--- src/rtl/multicycle_control_unit.sv ---
// Control FSM for the RV32I multicycle datapath: fetch, decode, execute, memory, writeback.
// Optional build macro ILLEGAL_TRAP_EN: illegal instructions park the FSM in TRAP and raise illegal_instr.
module multicycle_control_unit (
    input  logic        clk,
    input  logic        reset,
    input  logic [31:0] ir,
    input  logic        zero,
    input  logic        mem_op_r,
    output logic        pc_enable,
    output logic        old_pc_enable,
    output logic        ir_reg_enable,
    output logic        mem_reg_enable,
    output logic        alu_reg_enable,
    output logic        mem_enable,
    output logic        mem_write_enable,
    output logic        memsel_mux_select,
    output logic        alu_reg_mux_select,
    output logic        rf_we,
    output logic [1:0]  regfile_mux_select,
    output logic [1:0]  opsel1_select,
    output logic [1:0]  opsel2_select,
    output logic [3:0]  alu_sel,
    output logic [3:0]  imm_src,
    output logic [1:0]  instr_mode,
    output logic [4:0]  state,
    output logic        illegal_instr
);

    typedef enum logic [4:0] {
        FETCH     = 5'd0,
        DECODE    = 5'd1,
        EXEC_R    = 5'd2,
        EXEC_I    = 5'd3,
        ALU_WB    = 5'd4,
        MEM_ADDR  = 5'd5,
        LOAD      = 5'd6,
        LOAD_WB   = 5'd7,
        STORE     = 5'd8,
        BRANCH    = 5'd9,
        JAL_LINK  = 5'd10,
        JAL_TGT   = 5'd11,
        JALR_ADDR = 5'd12,
        JALR_JUMP = 5'd13,
        JALR_LINK = 5'd14,
        LUI       = 5'd15,
        AUIPC     = 5'd16,
        ILLEGAL   = 5'd17,
        TRAP      = 5'd18
    } state_t;

    localparam logic [3:0] IMM_I   = 4'b0000;
    localparam logic [3:0] IMM_S   = 4'b0001;
    localparam logic [3:0] IMM_B   = 4'b0010;
    localparam logic [3:0] IMM_U   = 4'b0011;
    localparam logic [3:0] IMM_J   = 4'b0100;
    localparam logic [3:0] IMM_LB  = 4'b0101;
    localparam logic [3:0] IMM_LH  = 4'b0110;
    localparam logic [3:0] IMM_LBU = 4'b0111;
    localparam logic [3:0] IMM_LHU = 4'b1000;
    localparam logic [3:0] IMM_LW  = 4'b1001;

    localparam logic [3:0] ALU_ADD  = 4'b0000;
    localparam logic [3:0] ALU_SUB  = 4'b1000;

    state_t      cur, nxt;
    logic [6:0]  opcode;
    logic [2:0]  f3;
    logic [1:0]  mem_mode;
    logic        br_taken;
    logic        unused_ir_bits;

    assign opcode = ir[6:0];
    assign f3     = ir[14:12];
    assign unused_ir_bits = ^{ir[31], ir[29:15], ir[11:7]};

    assign mem_mode = (f3[1:0] == 2'b00) ? 2'b10 :
                      (f3[1:0] == 2'b01) ? 2'b01 : 2'b00;

    // SUB feeds zero for EQ/NE; SLT/SLTU leave zero=1 when the "less" test fails.
    assign br_taken = f3[2] ? ~(zero ^ f3[0]) : (zero ^ f3[0]);

    assign state = reset ? 5'd0 : cur;

`ifdef ILLEGAL_TRAP_EN
    assign illegal_instr = !reset && (cur == TRAP);
`else
    assign illegal_instr = 1'b0;
`endif

    always_ff @(posedge clk) begin
        if (reset) cur <= FETCH;
        else       cur <= nxt;
    end

    always_comb begin
        nxt                = cur;
        pc_enable          = 1'b0;
        old_pc_enable      = 1'b0;
        ir_reg_enable      = 1'b0;
        mem_reg_enable     = 1'b0;
        alu_reg_enable     = 1'b0;
        mem_enable         = 1'b0;
        mem_write_enable   = 1'b0;
        memsel_mux_select  = 1'b0;
        alu_reg_mux_select = 1'b0;
        rf_we              = 1'b0;
        regfile_mux_select = 2'b00;
        opsel1_select      = 2'b00;
        opsel2_select      = 2'b00;
        alu_sel            = ALU_ADD;
        imm_src            = IMM_I;
        instr_mode         = 2'b00;
        if (!reset) begin
            case (cur)
                FETCH: begin
                    mem_enable = 1'b1;
                    if (mem_op_r) begin
                        ir_reg_enable      = 1'b1;
                        old_pc_enable      = 1'b1;
                        pc_enable          = 1'b1;
                        opsel1_select      = 2'b01;
                        opsel2_select      = 2'b01;
                        alu_reg_mux_select = 1'b1;
                        nxt                = DECODE;
                    end
                end
                DECODE: begin
                    opsel1_select  = 2'b10;
                    imm_src        = IMM_B;
                    alu_reg_enable = 1'b1;
                    case (opcode)
                        7'b0110011:             nxt = EXEC_R;
                        7'b0010011:             nxt = EXEC_I;
                        7'b0000011, 7'b0100011: nxt = MEM_ADDR;
                        7'b1100011:             nxt = (f3[2:1] == 2'b01) ? ILLEGAL : BRANCH;
                        7'b1101111:             nxt = JAL_LINK;
                        7'b1100111:             nxt = JALR_ADDR;
                        7'b0110111:             nxt = LUI;
                        7'b0010111:             nxt = AUIPC;
                        default:                nxt = ILLEGAL;
                    endcase
                end
                EXEC_R: begin
                    opsel2_select  = 2'b10;
                    alu_sel        = {ir[30], f3};
                    alu_reg_enable = 1'b1;
                    nxt            = ALU_WB;
                end
                EXEC_I: begin
                    alu_sel        = {(f3 == 3'b101) & ir[30], f3};
                    alu_reg_enable = 1'b1;
                    nxt            = ALU_WB;
                end
                ALU_WB: begin
                    regfile_mux_select = 2'b01;
                    rf_we              = 1'b1;
                    nxt                = FETCH;
                end
                MEM_ADDR: begin
                    imm_src        = opcode[5] ? IMM_S : IMM_I;
                    alu_reg_enable = 1'b1;
                    nxt            = opcode[5] ? STORE : LOAD;
                end
                LOAD: begin
                    memsel_mux_select = 1'b1;
                    mem_enable        = 1'b1;
                    instr_mode        = mem_mode;
                    if (mem_op_r) begin
                        mem_reg_enable = 1'b1;
                        nxt            = LOAD_WB;
                    end
                end
                LOAD_WB: begin
                    regfile_mux_select = 2'b10;
                    rf_we              = 1'b1;
                    case (f3)
                        3'b000:  imm_src = IMM_LB;
                        3'b001:  imm_src = IMM_LH;
                        3'b100:  imm_src = IMM_LBU;
                        3'b101:  imm_src = IMM_LHU;
                        default: imm_src = IMM_LW;
                    endcase
                    nxt = FETCH;
                end
                STORE: begin
                    memsel_mux_select = 1'b1;
                    mem_enable        = 1'b1;
                    mem_write_enable  = 1'b1;
                    instr_mode        = mem_mode;
                    if (mem_op_r) nxt = FETCH;
                end
                BRANCH: begin
                    opsel2_select = 2'b10;
                    alu_sel       = f3[2] ? {3'b001, f3[1]} : ALU_SUB;
                    pc_enable     = br_taken;
                    nxt           = FETCH;
                end
                JAL_LINK, JALR_LINK: begin
                    opsel1_select      = 2'b10;
                    opsel2_select      = 2'b01;
                    alu_reg_mux_select = 1'b1;
                    regfile_mux_select = 2'b01;
                    rf_we              = 1'b1;
                    nxt                = (cur == JAL_LINK) ? JAL_TGT : FETCH;
                end
                JAL_TGT: begin
                    opsel1_select      = 2'b10;
                    imm_src            = IMM_J;
                    alu_reg_mux_select = 1'b1;
                    pc_enable          = 1'b1;
                    nxt                = FETCH;
                end
                JALR_ADDR: begin
                    alu_reg_enable = 1'b1;
                    nxt            = JALR_JUMP;
                end
                JALR_JUMP: begin
                    pc_enable = 1'b1;
                    nxt       = JALR_LINK;
                end
                LUI: begin
                    imm_src            = IMM_U;
                    regfile_mux_select = 2'b10;
                    rf_we              = 1'b1;
                    nxt                = FETCH;
                end
                AUIPC: begin
                    opsel1_select      = 2'b10;
                    imm_src            = IMM_U;
                    alu_reg_mux_select = 1'b1;
                    regfile_mux_select = 2'b01;
                    rf_we              = 1'b1;
                    nxt                = FETCH;
                end
                ILLEGAL: begin
`ifdef ILLEGAL_TRAP_EN
                    nxt = TRAP;
`else
                    nxt = FETCH;
`endif
                end
                TRAP:    nxt = TRAP;
                default: nxt = FETCH;
            endcase
        end
    end

endmodule

--- config.mk ---
export PLATFORM = sky130hd
export DESIGN_NAME = multicycle_control_unit
export DESIGN_NICKNAME = d
export VERILOG_FILES = /design/src/rtl/multicycle_control_unit.sv
export SDC_FILE = /design/constraint.sdc
export NUM_CORES = 1
export LEC_CHECK = 0
export CORE_MARGIN = 10
export CORE_UTILIZATION = 38
export DETAILED_ROUTE_END_ITERATION = 12
export PLACE_DENSITY = 0.86
export RECOVER_POWER = 25
export SLEW_MARGIN = 20
export SYNTH_ARGS = -nofsm -noshare
export SYNTH_HDL_FRONTEND = slang
export SYNTH_SLANG_ARGS = --single-unit
--- constraint.sdc ---
create_clock -name clk -period 1.8 [get_ports clk]
set_input_delay 0.36 -clock clk [delete_from_list [all_inputs] [get_ports clk]]
set_output_delay 0.36 -clock clk [all_outputs]
set_load 0.02 [all_outputs]
; Word-level counts from Yosys, hierarchy flattened
; Cells that the tools add are included.
; Widths: inputs -> output; s select.
[op_classes]
eq_ne = 34
n_mux = 47
bitwise_logic = 3
n_reduce_logical = 18
[ops]
columns = cell, n
row1 = $pmux 5 s10, 1
row2 = $eq 5x4->1 const B, 8
row3 = $pmux 5 s8, 1
row4 = $mux 5, 5
row5 = $eq 7x6->1 const B, 3
row6 = $eq 7x7->1 const B, 3
row7 = $mux 1, 21
row8 = $eq 5x3->1 const B, 4
row9 = $mux 4, 5
row10 = $pmux 4 s5, 1
row11 = $pmux 4 s4, 1
row12 = $reduce_or 2->1, 8
row13 = $eq 7x5->1 const B, 2
row14 = $mux 2, 6
row15 = $pmux 4 s3, 1
row16 = $eq 5x2->1 const B, 2
row17 = $eq 5x5->1 const B, 2
row18 = $reduce_or 5->1, 2
row19 = $pmux 2 s2, 2
row20 = $reduce_or 4->1, 2
row21 = $eq 7x2->1 const B, 1
row22 = $eq 3x3->1 const B, 2
row23 = $ne 2x2->1 const B, 3
row24 = $pmux 2 s3, 1
row25 = 14 further kinds, 15
[totals]
regBits = 5
in_bits = 36
output_inout_bits = 32
wordCells = 103

; Depth between registers and ports, before layout
; Gate-level depths: netlist of the first run.
[logic_depth]
word_depth = 5
ltp_mapped = 7
ltp_nobuf = 5

; Worst setup path after synthesis of the first run
; OpenSTA, ideal clock, no wires.
[synth_timing]
path_kind = register to output
startpoint = reg cur[1]
endpoint = out rf_we
arrival_ns = 1.624
required_time_ns = 1.440
path_slack_ns = -0.184
stages_incl_launch_ff = 6
path_buffers = 2
cell_sequence = dfxtp_1 -> buf_2 -> buf_2 -> a21oi_1 -> nor3_1 -> or2_2
[synth_via]
elab_chain_cells = 4
elab_cells_between_ends = 9
classes_between = eq/ne: 6 / mux: 2 / reduce/logical: 1
[synth_rtl]
columns = element, line_no
row1 = start: declaration, 65  ; state_t cur, nxt;
row2 = start signal: assignment, 92  ; else cur <= nxt;
row3 = "$eq 5x4->1, or another cell as far along", 114  ; case (cur)
row4 = $reduce_or 6->1 (no line) (*), -
row5 = $mux 1 (*), 114
row6 = $mux 1 (*), 113  ; if (!reset) begin
row7 = end: declaration, 18  ; output logic rf_we,
; Mark *: on every way between the ends. The rest lies on a longest branch, timed or not.

; Worst setup path in the final report of the first run
[layout_timing]
startpoint = reg cur[2]
endpoint = out imm_src[3]
[layout_via]
elab_chain_cells = 4
elab_cells_between_ends = 9
classes_between = eq/ne: 6 / mux: 2 / reduce/logical: 1
[layout_rtl]
columns = element, line_no
row1 = $eq 5x5->1 or $eq 5x4->1 (tied branches), 114
row2 = $reduce_or 2->1 (no line), -
row3 = $pmux 4 s5 (*), 114
row4 = $mux 4 (*), 113
row5 = end: declaration, 23  ; output logic [3:0] imm_src,
; Marks and branches as above.

==> run_results.csv, run 1 <==
group,metric,value,unit
cts,postCtsHoldBufs,0,
yosys,async_flop_share,0,%
hold_path,hp-class,"in -> reg",
yosys,seq_area_frac_synth,8.57,%
job,cap_violations,0,
worst_setup_path,required,1.44,ns
final_layout,finish.utilization,92.0,%
route,wl_per_cell,24.5,um
yosys,syn_nets,221,
worst_setup_path,worst-setup-path-type,"reg -> out",
yosys,yosys_warnings,0,
cts,clk_pin_slew,0.06,ns
floorplan,fp.coreArea,3000,um2
floorplan,die_x,75.5,um
hold_path,min_from,"mem_op_r",
yosys,ys_seq_elements,5,
cts,clockRootBuffer,"clkbuf_4",
timing,holdWs,0.681,ns
power,design_power_total,764,uW
worst_setup_path,crit_fanout,4,
final_layout,reg_top3,"cur: 5 flops",
route,drt_wl_total,8.26,mm
cts,cts_buffers,3,
timing,report.final.slew_viol_count,0,
timing,rsz0062_at_grt,"yes",
grt,grt_max_degree,21,
worst_setup_path,r2r_start,"cur[0]$_SDFFE_PP0P_",
grt,grt_pass1_vias,1937,
status,status,"finished, violations left",
final_layout,nFillCells,118,
yosys,ys.flop_type,"dfxtp_1",
worst_setup_path,start_kind,"flop",
timing,setup_ws,-0.398,ns
floorplan,die-height,75.5,um
place,hpwl,3.72,mm
place,gp_congestion,0.969,
final_layout,final_nets,341,
power,leakage,1.20,nW
floorplan,start_util,38.9,%
route,viasPerCell,6.51,
floorplan,pin_count,68,
timing,fin_setup_tns,-5.55,ns
final_layout,insertedDiodeCount,0,
power,vdd_drop_max,311,uV
timing,setup_viol,29,
route,drc_errors,0,
yosys,avgSynthCellArea,6.32,um2
grt,grt-ovfl-total,0,
yosys,synth.distinct_cells,47,
worst_setup_path,arrival,1.84,ns
grt,antenna_found_initial,0,
timing,hold_viol,0,
route,drtIter0Drc,253,
yosys,syn-cell-area,1170,um2
power,power_density,276,nW/um2
grt,grt.total_usage,21.8,%
final_layout,largest_reg_flops,5,
cts,clock-sinks,5,
timing,skew,0.00183,ns
hold_path,hold_path_depth,3,
cts,h-tree-depth,1,
route,first_pass_iters,5,
yosys,synth-edff-count,0,
floorplan,num_rows,20,
timing,fmax,0.455,GHz
status,violations,"negative setup slack",
place,post-place-ws,-0.692,ns
worst_setup_path,crit_path_end_kind,"output port",
hold_path,min_to,"cur[3]$_SDFFE_PP0P_",
timing,fin_crit_sh,122,%
route,via_count,2193,
route,postRouteAntennaNets,0,
worst_setup_path,regToRegEndpoint,"cur[2]$_SDFFE_PP0P_",
final_layout,drive_gt1_share,65.8,%
grt,grt_pass1_wl,9.64,mm
yosys,synthesis.instances,185,
final_layout,syn_to_final_growth,137,%
worst_setup_path,reg2reg_setup_slack,0.02,ns
cts,clock_path_buffers,2,
timing,fin_crit,2.20,ns
final_layout,largest-register,"cur",
cts,cts_tree,"built",
place,io_buffers,45,
cts,clk_latency,0.26,ns
floorplan,die_area,5690,um2
worst_setup_path,worstRegToRegCells,6,
## critical path, stage by stage (launching register included)
cell,delay [ns]
dfxtp_2,0.34
nand2b_4,0.14
or4_4,0.46
o21ai_4,0.09
nand2b_4,0.09
nor4b_4,0.27
buf_4,0.19
## routing by layer
layer  part of all wire, %  vias to the layer above  GRT usage [%]
li1                      -                      904              -
met1                    35                     1011           22.8
met2                    47                      198           40.3
met3                   9.3                       80           3.65
met4                   8.5                        0           12.2
met5                     0                        -              0
## how the worst max path moves through the flow
stage / from / to / slack, ns / depth (start not counted)
final: cur[2]$_SDFFE_PP0P_ / imm_src[3] / -0.40 / 6
after global routing: cur[2]$_SDFFE_PP0P_ / imm_src[3] / -0.41 / 6
after CTS: cur[2]$_SDFFE_PP0P_ / imm_src[3] / -0.31 / 6
after detailed placement: ir[14] / imm_src[1] / -0.69 / 7
after global placement: ir[14] / imm_src[1] / -0.67 / 7
after floorplan: cur[0]$_SDFFE_PP0P_ / imm_src[3] / -0.04 / 5
## where the power goes
group          total (mW)  switching, mW  internal, mW
Sequential          0.119        0.00582         0.113
Clock               0.153         0.0681        0.0853
Combinational       0.491          0.256         0.235
## repair_timing
item / in CTS / in global routing
gates resized for setup: 196 / 90
pin swaps: 14 / 23
endpoints found under the setup margin: 32 / 33
setup buffers: 10 / 22
gates cloned: 0 / 1
## per-stage QoR
stage                     cells  area, um2
after global placement      301       2020
after floorplan             185       1210
after detailed placement    301       2020
after CTS                   315       2290
final                       337       2760
after global routing        337       2760
## placed cells by master, fill, tap and decap left out, drive strengths merged, types with 5 or more instances in the layout
cell type	count
nand2	10
nor2b	13
dlygate4sd2	7
clkdlybuf4s50	9
or2	6
dfxtp	5
a21oi	15
nand2b	8
a31oi	5
nor2	25
buf	114
inv	7
nand3	5
o21ai	7
nor3	15
## kinds of logic (layout without fill, tap and decap cells)
group                     Yosys count  after routing  synth area share, %
xor gates and xnor gates            5              5                 3.75
buffers and inverters              24            143                 10.8
muxes                               2              2                 1.82
DFF                                 5              5                 8.57
and+or+nand+nor                   100            100                 47.9
AOI/OAI and AO/OA                  48             48                 26.9
other                               1              1                0.321
## final cells by class
type	count	area, um2	area share [%]
Multi-Input combinational cell	156	1340	48.4
Timing Repair Buffer	132	1220	44.1
Sequential cell	5	111	4.03
Tap cell	33	41.3	1.49
Clock buffer	4	26.3	0.951
Inverter	7	26.3	0.951
## Yosys cell counts, drive strengths merged (4+ instances only)
cell type | number | area [um2]
dfxtp | 5 | 100
buf | 14 | 88.8
nand2 | 10 | 37.5
a31oi | 5 | 31.3
a211oi | 4 | 30.0
inv | 7 | 26.3
o21ai | 7 | 38.8
or2 | 6 | 37.5
nor2 | 25 | 93.8
nor3 | 15 | 75.1
nand2b | 8 | 57.6
nand3 | 5 | 25.0
nor2b | 13 | 81.3
a21oi | 15 | 75.1
xnor2 | 4 | 35.0
No activity file was read; power rests on OpenSTA's default activity.
==> run 2, diff against run 1 <==
--- a/config.mk
+++ b/config.mk
@@ -5,10 +5,11 @@
 export SDC_FILE = /design/constraint.sdc
 export NUM_CORES = 1
 export LEC_CHECK = 0
+export CORE_ASPECT_RATIO = 0.5
 export CORE_MARGIN = 10
-export CORE_UTILIZATION = 38
+export CORE_UTILIZATION = 41
 export DETAILED_ROUTE_END_ITERATION = 12
-export PLACE_DENSITY = 0.86
+export PLACE_DENSITY = 0.91
 export RECOVER_POWER = 25
 export SLEW_MARGIN = 20
 export SYNTH_ARGS = -nofsm -noshare
==> constraint.sdc (replaced) <==
create_clock -name clk -period 2.6 [get_ports clk]
set_input_delay 0.52 -clock clk [delete_from_list [all_inputs] [get_ports clk]]
set_output_delay 0.52 -clock clk [all_outputs]
set_load 0.02 [all_outputs]
==> run 2 against run 1 <==
  * The flow now finishes without violations
  * Register-to-register slack gained 0.82 ns
  * Wire length shrank 39%
  * Design area shrank 35%
  * Critical path type is now in -> out
==> run_results.csv, run 2 (synthesis results as in run 1) <==
group,metric,value,unit
timing,setup_viol,0,
timing,fin_crit,2.59,ns
final_layout,final_cell_mix,"26 x buf_4, 22 x nor2_1, 16 x clkdlybuf4s50_1",
cts,clk_latency,0.22,ns
timing,setup_ws,0.00620,ns
power,design_power_total,440,uW
cts,clock_path_buffers,2,
route,via_count,1750,
worst_setup_path,start_kind,"primary input",
final_layout,finish.utilization,67.9,%
worst_setup_path,regToRegEndpoint,"cur[2]$_SDFFE_PP0P_",
timing,fmax,0.386,GHz
final_layout,drive_gt1_share,20.9,%
worst_setup_path,worst-setup-path-type,"in -> out",
route,viasPerCell,6.23,
route,drt_wl_total,5.03,mm
place,post-place-ws,-0.391,ns
cts,clock-sinks,5,
hold_path,hp-class,"reg -> reg",
hold_path,min_to,"cur[0]$_SDFFE_PP0P_",
job,cap_violations,0,
worst_setup_path,required,2.08,ns
floorplan,start_util,44.1,%
final_layout,layout_commonest_cell,"buf_4",
worst_setup_path,reg2reg_setup_slack,0.84,ns
cts,cts_buffers,3,
route,drc_errors,0,
floorplan,pin_count,68,
timing,report.final.slew_viol_count,0,
floorplan,num_rows,13,
cts,clockRootBuffer,"clkbuf_8",
final_layout,insertedDiodeCount,0,
floorplan,fp.coreArea,2650,um2
floorplan,die_x,95.5,um
final_layout,seqCellArea,100,um2
final_layout,syn_to_final_growth,54.1,%
grt,grt.total_usage,17.8,%
route,first_pass_iters,7,
cts,clk_pin_slew,0.04,ns
grt,grt_pass1_wl,8.07,mm
cts,h-tree-depth,1,
final_layout,multi_input_area,966,um2
final_layout,largest_reg_flops,5,
power,leakage,0.831,nW
timing,hold_viol,0,
status,status,"completed",
grt,antenna_found_initial,0,
power,power_density,244,nW/um2
final_layout,largest-register,"cur",
hold_path,hold_path_depth,4,
worst_setup_path,r2r_start,"cur[1]$_SDFFE_PP0P_",
route,drtIter0Drc,286,
timing,skew,0.00295,ns
worst_setup_path,crit_fanout,2,
route,postRouteAntennaNets,0,
floorplan,die_area,5520,um2
place,gp_congestion,0.947,
final_layout,final_nets,281,
place,hpwl,3.75,mm
grt,grt_max_degree,28,
route,wl_per_cell,17.9,um
timing,holdWs,0.852,ns
cts,cts_tree,"built",
timing,fin_crit_sh,99.8,%
floorplan,die-height,57.8,um
worst_setup_path,crit_path_end_kind,"output port",
power,vdd_drop_max,252,uV
worst_setup_path,arrival,2.07,ns
hold_path,min_from,"cur[0]$_SDFFE_PP0P_",
place,io_buffers,45,
grt,grt_pass1_vias,1670,
timing,fin_setup_tns,0,ns
worst_setup_path,worstRegToRegCells,8,
final_layout,nFillCells,196,
grt,grt-ovfl-total,0,
final_layout,reg_top3,"cur: 5 flops",
## run 2: cell types whose count changed in the layout (fill, tap and decap cells not counted), sizes merged
cell           previous run  this run
clkdlybuf4s50             9        16
dlygate4sd3               0         1
dlymetal6s2s              1         3
dlygate4sd2               7        15
clkbuf                    4        10
buf                     114        29
clkdlybuf4s15             1         2
## run 2: how the worst max path moves through the flow
stage               slack [ns]               end                start  cells past startpoint
floorplan                 0.46             rf_we  cur[1]$_SDFFE_PP0P_                      5
global placement         -0.27        imm_src[1]               ir[14]                      7
detailed placement       -0.39        imm_src[1]               ir[12]                      7
CTS                      0.001  mem_write_enable                reset                      6
global route            -0.001        imm_src[1]               ir[14]                      7
finish                   0.006        imm_src[0]                ir[5]                      6
## run 2: cell type report
cell class	instances	share of cell area [%]
inverters	7	1.46
multi-input cells	156	53.6
flip-flops and latches	5	5.56
clock buffers	4	2.50
repair buffers	72	34.3
well taps	37	2.57
## run 2: worst max-delay path, stage by stage
cell             delay (ns)
clkdlybuf4s50_1        0.49
inv_1                  0.07
o32ai_1                0.38
nand2_1                0.13
a21oi_1                0.15
clkdlybuf4s15_1        0.33
## run 2: timing repair
| action | 4_1_cts | 5_1_grt |
|---|---|---|
| setup endpoints to repair | 24 | 12 |
| cloned | 0 | 0 |
| resized for setup | 32 | 21 |
| setup buffers | 0 | 0 |
| pin swaps | 1 | 0 |
| hold buffers | 0 | 0 |
## run 2: per-layer routing
| metal | track usage [%] | routed length [um] | vias up |
|---|---|---|---|
| met5 | 0 | 0 | - |
| met4 | 8.56 | 295 | 0 |
| met3 | 4.11 | 560 | 46 |
| met2 | 30.4 | 2350 | 152 |
| met1 | 20.5 | 1820 | 771 |
| li1 | - | - | 781 |
## run 2: where the power goes
part | internal [mW] | leakage [nW] | switching, mW
clock network | 0.105 | 0.0228 | 0.0374
logic | 0.0954 | 0.768 | 0.119
registers | 0.0799 | 0.0407 | 0.00295
## run 2: metrics by stage
step	std cells	instance area (um2)
after floorplan	185	1170
after global placement	277	1780
after detailed placement	277	1780
after CTS	281	1810
after global routing	281	1800
final	281	1800
